**src/rtl/add8u_mon_pkg.sv**
```systemverilog
// Shared types and widths for the approximate-adder error monitor.
// Holds the monitor state enum and the operand/sum/error/square widths.
package add8u_mon_pkg;

    localparam int ADD_W = 8;
    localparam int SUM_W = 9;
    localparam int ERR_W = 9;
    localparam int SQ_W  = 18;

    typedef enum logic [1:0] {
        IDLE  = 2'd0,
        RUN   = 2'd1,
        DRAIN = 2'd2,
        DONE  = 2'd3
    } state_t;

endpackage

```
**src/rtl/add8u_err_stage.sv**
```systemverilog
// Combinational error evaluation for one adder sample.
// Ports: a, b operands; o approximate sum; abs_err |o-(a+b)|; err_flag
// abs_err!=0; sq_err abs_err^2 (only with ADD8U_MON_SQERR_EN).
module add8u_err_stage
    import add8u_mon_pkg::*;
(
    input  logic [ADD_W-1:0] a,
    input  logic [ADD_W-1:0] b,
    input  logic [SUM_W-1:0] o,
    output logic [ERR_W-1:0] abs_err,
    output logic             err_flag
`ifdef ADD8U_MON_SQERR_EN
    ,
    output logic [SQ_W-1:0]  sq_err
`endif
);

    logic [SUM_W-1:0]        exact;
    logic signed [SUM_W:0]   diff;
    logic [SUM_W:0]          mag;

    always_comb begin
        exact = SUM_W'(a) + SUM_W'(b);
        // one extra bit so 0..511 minus 0..510 never wraps
        diff  = $signed({1'b0, o}) - $signed({1'b0, exact});
        mag   = diff[SUM_W] ? -diff : diff;
        abs_err  = mag[ERR_W-1:0];
        err_flag = (abs_err != '0);
    end

`ifdef ADD8U_MON_SQERR_EN
    logic [SQ_W-1:0] ext;

    always_comb begin
        ext    = SQ_W'(abs_err);
        sq_err = ext * ext;
    end
`endif

endmodule

```
**src/rtl/add8u_err_monitor.sv**
```systemverilog
// Windowed error statistics for an 8-bit approximate unsigned adder.
// Ports: clk, rst (async high), start, in_valid/in_ready, in_a, in_b, in_o;
// busy, done, err_count, sum_abs_err, max_abs_err, and sum_sq_err when
// ADD8U_MON_SQERR_EN is defined. Two-stage pipe: stage 1 registers the
// per-sample error, stage 2 accumulates it.
module add8u_err_monitor
    import add8u_mon_pkg::*;
#(
    parameter int WINDOW_LOG2 = 4
)
(
    input  logic                        clk,
    input  logic                        rst,
    input  logic                        start,
    input  logic                        in_valid,
    output logic                        in_ready,
    input  logic [ADD_W-1:0]            in_a,
    input  logic [ADD_W-1:0]            in_b,
    input  logic [SUM_W-1:0]            in_o,
    output logic                        busy,
    output logic                        done,
    output logic [WINDOW_LOG2:0]        err_count,
    output logic [ERR_W+WINDOW_LOG2-1:0] sum_abs_err,
    output logic [ERR_W-1:0]            max_abs_err
`ifdef ADD8U_MON_SQERR_EN
    ,
    output logic [SQ_W+WINDOW_LOG2-1:0] sum_sq_err
`endif
);

    localparam int CW = WINDOW_LOG2 + 1;
    localparam int AW = ERR_W + WINDOW_LOG2;
    localparam logic [CW-1:0] LAST = CW'((1 << WINDOW_LOG2) - 1);

    state_t           state;
    logic [CW-1:0]    cnt;
    logic             s1_valid;
    logic             s1_flag;
    logic [ERR_W-1:0] s1_abs;
    logic [ERR_W-1:0] abs_err;
    logic             err_flag;
    logic             accept;
    logic             arm;

`ifdef ADD8U_MON_SQERR_EN
    localparam int QW = SQ_W + WINDOW_LOG2;
    logic [SQ_W-1:0] sq_err;
    logic [SQ_W-1:0] s1_sq;
`endif

    add8u_err_stage u_err (
        .a        (in_a),
        .b        (in_b),
        .o        (in_o),
        .abs_err  (abs_err),
        .err_flag (err_flag)
`ifdef ADD8U_MON_SQERR_EN
        ,
        .sq_err   (sq_err)
`endif
    );

    // in_ready is a registered copy of (state == RUN)
    assign accept = in_valid && in_ready;
    assign arm    = start && ((state == IDLE) || (state == DONE));

    always_ff @(posedge clk or posedge rst) begin
        if (rst) begin
            state       <= IDLE;
            cnt         <= '0;
            in_ready    <= 1'b0;
            busy        <= 1'b0;
            done        <= 1'b0;
            s1_valid    <= 1'b0;
            s1_flag     <= 1'b0;
            s1_abs      <= '0;
            err_count   <= '0;
            sum_abs_err <= '0;
            max_abs_err <= '0;
`ifdef ADD8U_MON_SQERR_EN
            s1_sq       <= '0;
            sum_sq_err  <= '0;
`endif
        end else begin
            // stage 1
            s1_valid <= accept;
            if (accept) begin
                s1_abs  <= abs_err;
                s1_flag <= err_flag;
`ifdef ADD8U_MON_SQERR_EN
                s1_sq   <= sq_err;
`endif
            end

            // stage 2; arm only fires with an empty pipe
            if (arm) begin
                err_count   <= '0;
                sum_abs_err <= '0;
                max_abs_err <= '0;
`ifdef ADD8U_MON_SQERR_EN
                sum_sq_err  <= '0;
`endif
            end else if (s1_valid) begin
                err_count   <= err_count + CW'(s1_flag);
                sum_abs_err <= sum_abs_err + AW'(s1_abs);
                if (s1_abs > max_abs_err)
                    max_abs_err <= s1_abs;
`ifdef ADD8U_MON_SQERR_EN
                sum_sq_err  <= sum_sq_err + QW'(s1_sq);
`endif
            end

            unique case (state)
                IDLE, DONE: begin
                    if (start) begin
                        state    <= RUN;
                        cnt      <= '0;
                        in_ready <= 1'b1;
                        busy     <= 1'b1;
                        done     <= 1'b0;
                    end
                end
                RUN: begin
                    if (accept) begin
                        cnt <= cnt + 1'b1;
                        if (cnt == LAST) begin
                            state    <= DRAIN;
                            in_ready <= 1'b0;
                        end
                    end
                end
                DRAIN: begin
                    state <= DONE;
                    busy  <= 1'b0;
                    done  <= 1'b1;
                end
                default: state <= IDLE;
            endcase
        end
    end

endmodule
```
**config.mk**
```make
export PLATFORM = sky130hd
export DESIGN_NAME = add8u_err_monitor
export DESIGN_NICKNAME = d
export VERILOG_FILES = /design/src/rtl/add8u_mon_pkg.sv /design/src/rtl/add8u_err_stage.sv /design/src/rtl/add8u_err_monitor.sv
export SDC_FILE = /design/constraint.sdc
export NUM_CORES = 1
export LEC_CHECK = 0
export ABC_AREA = 0
export BUFFER_PORTS_ARGS = -buffer_cell sky130_fd_sc_hd__buf_2
export CELL_PAD_IN_SITES_DETAIL_PLACEMENT = 1
export CELL_PAD_IN_SITES_GLOBAL_PLACEMENT = 1
export CORE_MARGIN = 2
export CORE_UTILIZATION = 47
export DETAILED_ROUTE_END_ITERATION = 7
export HOLD_SLACK_MARGIN = 0.02
export PLACE_DENSITY_LB_ADDON = 0.1
export RECOVER_POWER = 25
export SLEW_MARGIN = 5
export SYNTH_ARGS = -nofsm -noshare
export SYNTH_HDL_FRONTEND = slang
export SYNTH_SLANG_ARGS = --single-unit
```
**constraint.sdc**
```tcl
create_clock -name clk -period 5.55 [get_ports clk]
set_input_delay 1.3875 -clock clk [delete_from_list [all_inputs] [get_ports clk]]
set_output_delay 1.3875 -clock clk [all_outputs]
set_load 0.005 [all_outputs]
```
# ---- After elaboration in Yosys (flattened, before gate mapping)
# Index checks and enable logic that the tools add are counted.
dict set report op_classes {
  muxes 22
  reduce_logical 15
  n_addsub 6
  magnitude_cmp 1
  n_eq_ne 7
}
# cell count
set op_table {}
lappend op_table {{9-bit 2-to-1 mux} 4}
lappend op_table {{13-bit 2-to-1 mux} 2}
lappend op_table {{5-bit 2-to-1 mux} 4}
lappend op_table {{13-bit by 9-bit adder with 13-bit output} 1}
lappend op_table {{5-bit one-hot mux with 2 select lines} 1}
lappend op_table {{9-bit by 9-bit subtractor with 10-bit output} 1}
lappend op_table {{8-bit by 8-bit adder with 9-bit output} 1}
lappend op_table {{9-bit > comparator} 1}
lappend op_table {{9-bit negation} 1}
lappend op_table {{9-bit nonzero test} 1}
lappend op_table {{2-bit nonzero test} 4}
lappend op_table {{2-bit 2-to-1 mux} 3}
lappend op_table {{2-bit inequality test, second input constant} 3}
lappend op_table {{1-bit one-hot mux with 2 select lines} 3}
lappend op_table {{2-bit one-hot mux with 3 select lines} 1}
lappend op_table {{3-bit AND reduction} 2}
lappend op_table {{5-bit by 1-bit adder with 5-bit output} 1}
lappend op_table {{5-bit by 1-bit adder with 5-bit output, second input constant} 1}
lappend op_table {{5-bit by 4-bit equality test with 1-bit output, second input constant} 1}
lappend op_table {{2-bit equality test, second input constant} 2}
lappend op_table {{1-bit 2-to-1 mux} 4}
lappend op_table {{2-bit AND reduction} 2}
lappend op_table {{4-bit AND reduction} 1}
lappend op_table {{2-bit by 1-bit equality test with 1-bit output, second input constant} 1}
lappend op_table {{other kinds (4)} 5}
dict set report totals {
  out_inout_bits 30
  input_bits 29
  regBits 48
}

# ---- Logic depth before layout (Yosys ltp)
# Gate-level depths: netlist of the first run.
dict set report depth {
  depth_word 5
  ltp_mapped 14
  depth_no_buf 14
}

# ---- Hierarchy
# Synthesis of the first run repeated with hierarchy kept, for this count alone.
dict set report hier_totals {
  hier_cells 445
  area_unflattened_um2 3822.4
}
# module n_inst cells_per_inst area_per_inst_um2
set modules_own_cells {}
lappend modules_own_cells {add8u_err_monitor 1 311 2780.2}
lappend modules_own_cells {add8u_err_stage 1 134 1042.2}

# ---- Worst setup path after synthesis of the first run
# Ideal clock, no wire load.
dict set report synth_timing {
  kind {input to register}
  startpoint {in in_a[0]}
  endpoint {reg s1_flag}
  slack_ns 1.432
  t_arrival_ns 3.987
  n_path_buf 0
  path_stages 12
  cell_sequence {fa_1 ha_1 nor2_1 fa_1 nor2b_1 nor4b_1 a221o_2 nor4_4 nand2_1 or4b_1 o31ai_1 a31oi_1}
}
dict set report synth_via {
  elab_chain_len 5
}
# element line_no
set synth_rtl {}
lappend synth_rtl {{start: declaration} add8u_err_monitor.sv:17} ;# input logic [ADD_W-1:0] in_a,
lappend synth_rtl {{8-bit by 8-bit adder with 9-bit output *} add8u_err_stage.sv:23} ;# exact = SUM_W'(a) + SUM_W'(b);
lappend synth_rtl {{9-bit by 9-bit subtractor with 10-bit output *} add8u_err_stage.sv:25} ;# diff = $signed({1'b0, o}) - $signed({1'b0, exact});
lappend synth_rtl {{9-bit negation} add8u_err_stage.sv:26} ;# mag = diff[SUM_W] ? -diff : diff;
lappend synth_rtl {{9-bit 2-to-1 mux *} add8u_err_stage.sv:26}
lappend synth_rtl {{9-bit nonzero test *} add8u_err_stage.sv:28} ;# err_flag = (abs_err != '0);
lappend synth_rtl {{end signal: assignment} add8u_err_monitor.sv:89} ;# s1_flag <= err_flag;
lappend synth_rtl {{end: declaration} add8u_err_monitor.sv:38} ;# logic s1_flag;
# Every way passes the cells marked *; elsewhere a longest branch is shown, timed or not.
# A chain may end at the register's enable or synchronous reset.

# ---- Final worst setup path of the first run
# Ends and elaborated chain as after synthesis.

==> results.ini, run 1 <==
[clock_tree]
cts_tree = yes
cts_hold_buf = 0
clk_path_buf_depth = 2
cts.clk_slew.worst_paths_ns = 0.09
worstSkewPairLatency_ns = 0.30
root_buffer = clkbuf_8
post_cts_resized = 0
postCtsSetupBuffers = 0
numClockSinks = 48
cts_buffers = 5
htree_levels = 2

[timing]
finalCritPeriodShare_pct = 74.0
tns_ns = 0
setup_ws_ns = 1.44
rsz0062_at_grt = false
tightest_slew_ns = 1.79
finalHoldViolCount = 0
finalCriticalPeriod_ns = 4.11
fmax_ghz = 0.243
worst_hold_slack_ns = 0.540
slew_headroom_pct = -19.7
setup_viol = 0
drv_slew = 49
finClkSkew_ns = 0.00959

[detailed_routing]
first_iter_violations = 49
vias = 3035
drt_wl_total_mm = 8.05
met2WireLength_mm = 4.05
drc = 0
wl_met3_um = 213
dr.pass1.iters = 6
viasPerCell = 5.40
top_layer = met4
ant_nets = 0
post_drt_wl_per_cell_um = 14.3
wl_met1_mm = 3.66

[final_layout]
final_common_cell = buf_2
n_antenna_cell = 0
drive_above_1_share_pct = 15.2
fin_nets = 535
syn2layout_area_growth_pct = 11.7
fin_cells = 562
fill_cells = 957
final_cell_mix = buf_2, dfrtp_1, inv_1

[pwr]
leakagePower_uw = 0.00208
cellPowerDensity_nw_per_um2 = 456
ir_drop_mv = 0.137

[floorplan]
core_area_um2 = 7650
io_pins = 59
die_w_um = 92.3
die_area_um2 = 8520
die_h_um = 92.3
start_util_pct = 47.9
rows = 32

[logic_synthesis]
synth_cells = 409
synth_async_sr_flop_share_pct = 100
synth-simple-area-share_pct = 15.4
synth_mux_area_share_pct = 5.87
synth_warnings = 0
avgSynthCellArea_um2 = 8.96
syn_area_um2 = 3660
ys_seq_area_share_pct = 32.8
synth_fp_nets = 484
synth_fa_ha_area_share_pct = 17.5
ys.flop_type = dfrtp_1
synth-edff-count = 0
synth_top_family_by_area = adder cells
ys_ff_latch = 48
synth-xor-area-share_pct = 6.21
synth_compound_area_share_pct = 15.6
synthDistinctLibCells = 53

[placed_design]
dpl_worst_slack_ns = 1.10
port_buffers = 58
dp_cells = 555
place_congestion = 0.844
dp_hpwl_mm = 6.34

[global_routing]
grt_usage_pct = 20.8
grt_first_pass_wirelength_mm = 14.6
grt_pass1_vias = 3110
grt_max_degree = 49
grt.overflow.total = 0
antenna_found_initial = 0

[setup_path]
rr_startpoint = max_abs_err[1]
r2r_setup_slack_ns = 2.66
crit_required_ns = 5.72
r2r_end = max_abs_err[2]
cp_max_fo = 4
worstPathArrival_ns = 4.28
r2r.worst_path.cells = 11
crit_type = primary input to register
worstSetupStartpointType = primary input
end_kind = register

[min_path]
hold_path_class = register to register
whs_path_depth = 2
hp-start = sum_abs_err[12]
worstHoldEndpoint = sum_abs_err[12]

[job]
cap_viol_max_count = 1

[status]
violations = max-capacitance violations, max-slew violations
outcome = finished, violations left

[cells by family after synthesis]
kind of cell    count (synthesis)
flops                          48
xor+xnor                       26
simple gates                  117
buf+inv                        59
compound gates                 92
fa+ha+maj                      46
mux                            21
[through the flow]
| stage | utilization, % | power [uW] | instance area [um^2] |
|---|---|---|---|
| global route | 53.5 | 2080 | 4090 |
| finish | 53.5 | 1870 | 4090 |
| global placement | 52.5 | 1610 | 4010 |
| floorplan | - | 1390 | 3660 |
| CTS | 53.6 | 1900 | 4100 |
| detailed placement | 52.5 | 1690 | 4010 |
[worst max-delay path by stage]
stage	from	endpoint	slack [ns]
after detailed placement	in_a[0]	s1_flag	1.10
final	in_a[0]	s1_flag	1.44
after CTS	in_a[0]	s1_flag	1.42
after global placement	in_a[0]	s1_flag	1.17
after global routing	in_a[0]	s1_flag	1.16
after floorplan	in_a[0]	s1_flag	1.43
[report_power, final]
| group | total (uW) | switching [uW] | internal [uW] |
|---|---|---|---|
| combinational | 1080 | 597 | 485 |
| clock | 204 | 118 | 85.5 |
| sequential | 582 | 117 | 465 |
| total | 1870 | 832 | 1040 |
[cells in the mapped netlist (4+ instances only)]
master / instances / share of area (%)
nand4_1: 4 / 0.68
ha_1: 37 / 13
o21ai_0: 26 / 3.6
nor2_1: 42 / 4.3
mux2i_1: 20 / 5.5
a21o_1: 4 / 0.82
dfrtp_1: 48 / 33
nand3_1: 9 / 1.2
nand2b_1: 7 / 1.2
a31oi_1: 6 / 1.0
clkbuf_1: 8 / 0.82
xor2_1: 12 / 2.9
o21a_1: 6 / 1.2
inv_1: 44 / 4.5
a21oi_1: 23 / 3.1
nor2b_1: 6 / 1.0
nand2_1: 30 / 3.1
fa_1: 9 / 4.9
xnor2_1: 14 / 3.3
[metal layers]
layer	GRT usage [%]	up-vias
met4	5.47	0
li1	-	1500
met5	0	-
met3	2.44	9
met2	37.6	50
met1	26.4	1476
[critical path, stage by stage]
cell,delay (ns)
buf_2,0.11
fa_1,0.49
inv_1,0.08
ha_1,0.18
nor2_1,0.06
fa_1,0.39
nor2b_1,0.20
nor4b_1,0.08
a221o_2,0.33
nor4_4,0.20
nand2_1,0.08
or4b_1,0.50
o31ai_1,0.08
a31oi_1,0.10
[layout make-up]
class	count	area [um^2]	share of cell area (%)
clock inverter	2	12.5	0.306
tap	102	128	3.12
timing repair buffer	59	297	7.24
sequential	48	1200	29.3
multi-input combinational	302	2220	54.3
clock buffer	5	68.8	1.68
inverter	44	165	4.03
[registers in the layout, indices dropped and copies added (netlist names)]
register / cells
sum_abs_err: 13
max_abs_err: 9
s1_abs: 9
cnt: 5
err_count: 5
state: 2
busy: 1
done: 1
in_ready: 1
s1_flag: 1
s1_valid: 1
Power figures use the tool's default switching activity.
==> run 2, diff against run 1 <==
- CORE_UTILIZATION: 47 -> 43
- clock period: 5.55 -> 4.2 ns (I/O delays scaled with it)
==> results.ini, run 2 (synthesized netlist as in run 1, its figures left out) <==
[detailed_routing]
post_drt_wl_per_cell_um = 14.1
first_iter_violations = 50
viasPerCell = 5.22
drc = 0
ant_nets = 0
dr.pass1.iters = 4
vias = 2964
drt_wl_total_mm = 8.01

[clock_tree]
cts_tree = yes
postCtsSetupBuffers = 0
htree_levels = 2
cts_buffers = 5
post_cts_resized = 0
cts_hold_buf = 0
numClockSinks = 48
root_buffer = clkbuf_8
clk_path_buf_depth = 2
worstSkewPairLatency_ns = 0.31
cts.clk_slew.worst_paths_ns = 0.09

[timing]
worst_hold_slack_ns = 0.542
finClkSkew_ns = 0.0148
rsz0062_at_grt = false
drv_slew = 49
setup_viol = 0
slew_headroom_pct = -23.3
finalCritPeriodShare_pct = 89.8
finalHoldViolCount = 0
tns_ns = 0
setup_ws_ns = 0.427
finalCriticalPeriod_ns = 3.77
tightest_slew_ns = 1.85
fmax_ghz = 0.265

[status]
violations = max-capacitance violations, max-slew violations
outcome = finished, violations left

[placed_design]
dp_cells = 560
port_buffers = 58
dp_hpwl_mm = 6.36
place_congestion = 0.806
dpl_worst_slack_ns = 0.103

[global_routing]
grt_pass1_vias = 3157
grt.overflow.total = 0
grt_usage_pct = 18.8
grt_max_degree = 49
antenna_found_initial = 0
grt_first_pass_wirelength_mm = 14.0

[final_layout]
final_cell_mix = buf_2, dfrtp_1, inv_1
n_antenna_cell = 0
fin_nets = 537
top_register = sum_abs_err
largest_registers = sum_abs_err (13), max_abs_err (9), s1_abs (9)
drive_above_1_share_pct = 15.8
fin_cells = 568
multi_input_area_um2 = 2220
final_common_cell = buf_2
largest_reg_flops = 13
ff_latch_area_um2 = 1200
syn2layout_area_growth_pct = 12.6
fill_cells = 997

[pwr]
cellPowerDensity_nw_per_um2 = 603
ir_drop_mv = 0.178
leakagePower_uw = 0.00210

[floorplan]
io_pins = 59
die_area_um2 = 9280
die_h_um = 96.3
die_w_um = 96.3
core_area_um2 = 8260
start_util_pct = 44.4
rows = 33

[setup_path]
crit_required_ns = 4.36
end_kind = register
worstPathArrival_ns = 3.93
crit_type = primary input to register
worstSetupStartpointType = primary input
cp_max_fo = 3

[min_path]
hold_path_class = register to register

[job]
cap_viol_max_count = 1

-- run 2: changes by cell type in the layout (fill, tap and decap cells not counted), sizes merged --
cell	delta
buf	+2
inv	+1
clkbuf	+1
clkinvlp	-1
-- run 2: stage by stage --
step / cell area, um^2 / total power (uW) / util, %
finish: 4130 / 2490 / 50.0
global route: 4130 / 2760 / 50.0
CTS: 4130 / 2530 / 50.0
detailed placement: 4030 / 2220 / 48.8
global placement: 4030 / 2140 / 48.8
floorplan: 3660 / 1840 / -
-- run 2: worst paths after layout --
path / startpoint / endpoint / slack, ns / cells after the start
worst max register to register: s1_abs[1] / max_abs_err[4] / 1.46 / 10
min in group asynchronous: rst / err_count[4] / 1.32 / 2
max in group asynchronous: rst / s1_abs[4] / 1.80 / 2
worst min-delay path: err_count[4] / err_count[4] / 0.54 / 2
worst max-delay path: in_a[0] / s1_flag / 0.43 / 14
worst min register to register: err_count[4] / err_count[4] / 0.54 / 2
-- run 2: final cells by class --
cell class	count	area share [%]
Timing Repair Buffer	61	7.55
Sequential cell	48	29.1
Clock inverter	2	0.333
Inverter	44	4.00
Tap cell	105	3.18
Clock buffer	6	2.00
Multi-Input combinational cell	302	53.8
-- run 2: power breakdown --
group	leakage (uW)	internal [uW]	total, uW	switching [uW]
Clock	0.0000516	135	298	163
Combinational	0.00144	645	1420	774
Sequential	0.000607	615	772	157
Total	0.00210	1390	2490	1090
-- run 2: per-layer routing --
layer  routed length (um)  track usage [%]
met1                 3620             22.2
met2                 4070             35.2
met3                  211             2.74
met4                  108             5.40
met5                    0                0
-- run 2: worst max-delay path: stages --
cell	delay (ns)
buf_2	0.11
fa_1	0.50
inv_1	0.09
ha_1	0.18
nor2_1	0.06
fa_1	0.40
nor2b_1	0.21
nor4b_1	0.08
a221o_2	0.32
nor4_4	0.15
nand2_1	0.07
or4b_1	0.52
o31ai_1	0.08
a31oi_1	0.11
